<file path="config.mk">
export PLATFORM = sky130hd
export DESIGN_NAME = addsub_share_arbiter
export DESIGN_NICKNAME = d
export VERILOG_FILES = /design/src/rtl/addsub_share_arbiter.sv
export SDC_FILE = /design/constraint.sdc
export NUM_CORES = 1
export LEC_CHECK = 0
export ABC_AREA = 1
export CORE_ASPECT_RATIO = 0.6
export CORE_MARGIN = 8
export CORE_UTILIZATION = 35
export DETAILED_ROUTE_END_ITERATION = 10
export PLACE_DENSITY = 0.62
export REMOVE_ABC_BUFFERS = 1
export SLEW_MARGIN = 20
export SYNTH_ARGS = -nofsm -noshare
export SYNTH_HDL_FRONTEND = slang
export SYNTH_SLANG_ARGS = --single-unit
</file>
<file path="constraint.sdc">
create_clock -name clk -period 1.6 [get_ports clk]
set_clock_uncertainty 0.15 [all_clocks]
set_input_delay 0.48 -clock clk [delete_from_list [all_inputs] [get_ports clk]]
set_output_delay 0.48 -clock clk [all_outputs]
set_load 0.01 [all_outputs]
</file>
<file path="src/rtl/addsub_share_arbiter.sv">
// Shares one external 4-bit adder/subtractor between two valid/ready requesters.
// One op in flight: IDLE (arbitrate/accept) -> EXEC (drive unit) -> RESP (hold response).
module addsub_share_arbiter #(
  parameter bit RR_EN = 1'b1,
  parameter int CNT_W = 8
) (
  input  logic             clk,
  input  logic             rst,
  input  logic             req0_valid,
  output logic             req0_ready,
  input  logic [3:0]       req0_a,
  input  logic [3:0]       req0_b,
  input  logic             req0_sub,
  input  logic             req1_valid,
  output logic             req1_ready,
  input  logic [3:0]       req1_a,
  input  logic [3:0]       req1_b,
  input  logic             req1_sub,
  output logic             resp0_valid,
  input  logic             resp0_ready,
  output logic [3:0]       resp0_result,
  output logic             resp0_cout,
  output logic             resp1_valid,
  input  logic             resp1_ready,
  output logic [3:0]       resp1_result,
  output logic             resp1_cout,
  output logic [3:0]       op_a,
  output logic [3:0]       op_b,
  output logic             op_sub,
  output logic             op_en,
  input  logic [3:0]       op_result,
  input  logic             op_cout,
  output logic             busy,
  output logic [CNT_W-1:0] cnt0,
  output logic [CNT_W-1:0] cnt1
);

  typedef enum logic [1:0] {IDLE, EXEC, RESP} state_t;

  state_t           r_state, w_next;
  logic [3:0]       r_a, r_b;
  logic             r_sub, r_id, r_last;
  logic [3:0]       r_res0, r_res1;
  logic             r_cout0, r_cout1;
  logic [CNT_W-1:0] r_cnt0, r_cnt1;
  logic             w_grant, w_rdy0, w_rdy1, w_acc, w_resp_hs;

  // Grant is the requester id; with no contention the lone valid one wins.
  always_comb begin
    w_grant = 1'b0;
    if (RR_EN && req0_valid && req1_valid) w_grant = ~r_last;
    else                                   w_grant = ~req0_valid;
    w_rdy0    = (r_state == IDLE) && !rst && req0_valid && !w_grant;
    w_rdy1    = (r_state == IDLE) && !rst && req1_valid &&  w_grant;
    w_acc     = w_rdy0 || w_rdy1;
    w_resp_hs = (r_state == RESP) && (r_id ? resp1_ready : resp0_ready);
  end

  always_comb begin
    w_next = r_state;
    case (r_state)
      IDLE:    if (w_acc) w_next = EXEC;
      EXEC:    w_next = RESP;
      RESP:    if (w_resp_hs) w_next = IDLE;
      default: w_next = IDLE;
    endcase
  end

  always_ff @(posedge clk) begin
    if (rst) begin
      r_state <= IDLE;
      r_a     <= '0;
      r_b     <= '0;
      r_sub   <= 1'b0;
      r_id    <= 1'b0;
      r_last  <= 1'b1;
      r_res0  <= '0;
      r_res1  <= '0;
      r_cout0 <= 1'b0;
      r_cout1 <= 1'b0;
      r_cnt0  <= '0;
      r_cnt1  <= '0;
    end else begin
      r_state <= w_next;
      if (w_acc) begin
        r_a    <= w_grant ? req1_a   : req0_a;
        r_b    <= w_grant ? req1_b   : req0_b;
        r_sub  <= w_grant ? req1_sub : req0_sub;
        r_id   <= w_grant;
        r_last <= w_grant;
      end
      if (r_state == EXEC) begin
        if (r_id) begin
          r_res1  <= op_result;
          r_cout1 <= op_cout;
        end else begin
          r_res0  <= op_result;
          r_cout0 <= op_cout;
        end
      end
      // Completion counters saturate instead of wrapping.
      if (w_resp_hs) begin
        if (!r_id && r_cnt0 != '1) r_cnt0 <= r_cnt0 + 1'b1;
        if ( r_id && r_cnt1 != '1) r_cnt1 <= r_cnt1 + 1'b1;
      end
    end
  end

  assign req0_ready   = w_rdy0;
  assign req1_ready   = w_rdy1;
  assign resp0_valid  = (r_state == RESP) && !r_id;
  assign resp1_valid  = (r_state == RESP) &&  r_id;
  assign resp0_result = r_res0;
  assign resp0_cout   = r_cout0;
  assign resp1_result = r_res1;
  assign resp1_cout   = r_cout1;
  assign op_a         = r_a;
  assign op_b         = r_b;
  assign op_sub       = r_sub;
  assign op_en        = (r_state == EXEC);
  assign busy         = (r_state != IDLE);
  assign cnt0         = r_cnt0;
  assign cnt1         = r_cnt1;

endmodule

</file>
==> impl_summary.md <==
Run status
The flow ran to the end, but the final reports show violations. The final reports fail on setup timing.

Synthesis
Yosys printed 0 warnings. The prevailing post-synth register cell is sky130_fd_sc_hd__dfxtp_1. In this run the cell area of the synthesized design comes to about 0.0020 mm2. Of the synthesized area, sequential elements account for 40.0%. The share of flip-flops with an asynchronous set or reset is 0%.

After synthesis, the netlist uses 26 different library cells. The area share of the largest cell type after synthesis is 40.0%. The gate count after technology mapping is 287. By area the synthesized netlist is led by sky130_fd_sc_hd__dfxtp_1 40%, sky130_fd_sc_hd__nand2_1 16%, sky130_fd_sc_hd__nor2_1 9.8%.

The synthesized design contains 0 enable-type register cells. The cell accounting for the most synthesized area is sky130_fd_sc_hd__dfxtp_1. The mean instance size in the synthesized netlist is about 6.8 um2. The synthesized flop and latch total is 39.

Floorplanning
The total area inside the core boundary comes to 0.00547 mm2. The floorplan step set the die height to between 70 and 80 um. The die width is 112 um. Row generation in the floorplan step produced 21 rows. For this design the top-level I/O count stands at 70. The floorplan die area is 0.00830 mm2.

The initial utilization of the core area, before any placement, comes to a little over a third.

Clock tree
The clock transition at the registers of the reported paths is approximately 0.070 ns. The number of buffers created by CTS is 5. The clock passes through at most 2 buffers. In this run the clock root is driven by a sky130_fd_sc_hd__clkbuf_8. The maximum level of the CTS H-tree is 2. TritonCTS built the clock tree. The clock drives 39 sinks. The source-to-sink clock delay at the later pin of the worst-skew pair is around 0.28 ns.

Power and ir drop
The clock network fraction of total power is 26.0%. In this run the power density over the cells is roughly 740 mW/mm2. In this run the power spent charging and discharging nets is about 660 uW.

The internal portion of the total power is ~1.6 mW. In this run the static leakage power is 1.56 nW. The maximum resistive drop on vdd is between 300 and 400 uV. The share of total power dissipated in combinational logic is between 20% and 30%. Net switching is 28.7% of the power.

Sequential cells burn between 40% and 50% of the power.

Route
For this run, the detailed router's first-pass iteration total came to 4. The count of unresolved DRC violations after routing is 0. The via count normalized by instance count is between 4 and 5. The remaining antenna violation count after routing is 0.

The detailed route wirelength on metal2 is approximately 2400 um. Wire segments on met3 add up to between 300 and 400 um in the final route. The detailed router put a total of 2770 um of wire on met1.

The final routed wirelength across all metal layers is ~5500 um. Dividing the detail-routed wire length by the instance count gives 11.9 um. The starting DRC count in detailed routing is between 60 and 70. For this block, the via count after detailed routing is ~2,100. The top routing layer in use is met4.

STA
Setup repair after global routing could not meet its margin everywhere. The final max-slew violation count came to 0. Dividing the final minimum period by the clock period gives 111%. For the pin with the worst max-slew slack, the measured transition is ~0.24 ns.

The final-report hold violation count came to 0. Headroom to the max-slew limit came out at a little over four fifths. The routed design could run at a clock period as short as 1.77 ns.

The least setup slack across all paths after layout is -0.175 ns. The number of setup violations in the final report is 5. The summed negative setup slack over all endpoints is -0.523 ns. For this run, the top clock speed supported by timing is ~560 MHz.

Finish
Of the cells placed in the final design, the portion with a size suffix greater than 1 is 23.2%. In the layout the commonest cells are 79 x sky130_fd_sc_hd__nand2_1, 45 x sky130_fd_sc_hd__nor2_1, 37 x sky130_fd_sc_hd__buf_4, 32 x sky130_fd_sc_hd__dfxtp_1, 31 x sky130_fd_sc_hd__dlygate4sd2_1. The total number of nets in the final design is around 430.

In the final layout, the multi-input gates occupy about 0.0011 mm2. The number of fillers in the final layout is 537. The leading cell type in the layout, fill and taps excluded is sky130_fd_sc_hd__nand2_1. The layout overhead on the synthesized area is 60.4%. In the final layout, flip-flops and latches occupy ~790 um2.

0 antenna diodes ended up in the layout.

Critical path
The element type at the critical path start is a flip-flop. The type of the setup path with the least slack is flip-flop to output port. On the worst path, the slowest cell contributes a delay of roughly 0.33 ns. The kind of end point of the critical path is an output port. The critical path data arrival time is 1.14 ns.

In this run the worst path has a maximum fanout of 2. The required time at the worst-slack endpoint is 0.97 ns. For this design, the slowest cell found on the critical path is sky130_fd_sc_hd__dfxtp_2.

Walking the worst path, the cells encountered are inv_2, nand3_4, nor2_4, nand2_2, inv_1, buf_2.

Flow run
The number of maximum-capacitance violations is 0.

Place
Routability-driven placement finished with a final weighted congestion of 0.832. The HPWL reported at the end of detailed placement is ~4300 um. The count of input and output buffers is just under 70. The worst slack at placement is -1.05 ns.

Worst hold path
In this run the worst hold path is classified as flip-flop to flip-flop.

GRT
Global routing finished with a remaining overflow of 0. The wire length of the first global-routing pass is around 9000 um. The number of global-route vias before repair is 2,023.

The pin count of the biggest net entering global routing is 21. The total routing usage reported by global routing is around 14%. The initial antenna violation count is 0.
==> path summary, 6_finish.rpt <==
path                    from              end  slack (ns)  cells after the start
max               r_state[1]       req1_ready       -0.17                      6
min          resp1_result[0]  resp1_result[0]        0.31                      2
max reg2reg       r_state[0]          cnt1[5]        0.08                     10
min reg2reg  resp1_result[0]  resp1_result[0]        0.31                      2
==> per-layer routing <==
metal  vias up  GRT usage (%)
met2        45           21.4
met1       917           17.0
li1       1131              -
met3         2           5.58
met5         -              0
met4         0           2.67
==> cell usage after synthesis, types with 3 or more instances <==
| cell | number |
|---|---|
| sky130_fd_sc_hd__nand4_1 | 6 |
| sky130_fd_sc_hd__dfxtp_1 | 39 |
| sky130_fd_sc_hd__nand2_4 | 3 |
| sky130_fd_sc_hd__inv_1 | 26 |
| sky130_fd_sc_hd__inv_2 | 5 |
| sky130_fd_sc_hd__a21oi_1 | 18 |
| sky130_fd_sc_hd__nand3_1 | 21 |
| sky130_fd_sc_hd__o21ai_1 | 9 |
| sky130_fd_sc_hd__nand2_1 | 81 |
| sky130_fd_sc_hd__clkbuf_1 | 3 |
| sky130_fd_sc_hd__o21ai_0 | 4 |
| sky130_fd_sc_hd__nor2_1 | 51 |
==> state kept, by name, summed over array words and instances (netlist names) <==
name / cells
cnt0: 8
cnt1: 8
op_a: 4
op_b: 4
resp0_result: 4
resp1_result: 4
r_state: 2
op_sub: 1
r_id: 1
r_last: 1
resp0_cout: 1
resp1_cout: 1
==> cells by family after synthesis <==
family,Yosys count,synth area share (%)
adders and majority gates,2,1.28
and+or+nand+nor,171,40.0
DFF,39,40.0
AOI/OAI and AO/OA,34,9.11
xor gates and xnor gates,2,0.898
buffers and inverters,39,8.66
==> area by class of cell <==
cell class | count | area share [%]
Timing Repair Buffer | 111 | 31.5
Multi-Input combinational cell | 209 | 34.1
Inverter | 32 | 4.08
Sequential cell | 39 | 25.2
Tap cell | 69 | 2.76
Clock buffer | 6 | 2.32
==> critical path, delay by kind of cell (launching register included) <==
kind	cells	cell delay, ns
simple gates	3	0.28
buf+inv	3	0.25
flops	1	0.33
==> power groups by stage <==
stage | clock [mW] | sequential, mW | combinational, mW
after global placement | 0 | 1.09 | 0.579
after global routing | 0.681 | 1.08 | 0.692
final | 0.602 | 1.08 | 0.632
after CTS | 0.638 | 1.08 | 0.605
after detailed placement | 0 | 1.09 | 0.584
after floorplan | 0 | 1.12 | 0.211
==> stage by stage <==
step	util, %	total power, mW	area, um2	instances	hold WS [ns]
after detailed placement	53.9	1.68	2940	453	0.305
after CTS	56.3	2.32	3070	462	0.315
final	57.3	2.31	3130	466	0.313
after floorplan	-	1.33	1900	280	0.304
after global routing	57.3	2.46	3130	466	0.328
after global placement	53.9	1.67	2940	453	0.300
==> timing repair <==
item,4_1_cts,5_1_grt
endpoints found under the hold margin,0,0
hold buffers,0,0
buffers inserted,3,6
pin swaps,5,9
endpoints found under the setup margin,52,35
gates resized for setup,98,15
(Power assumes the default switching activity.)
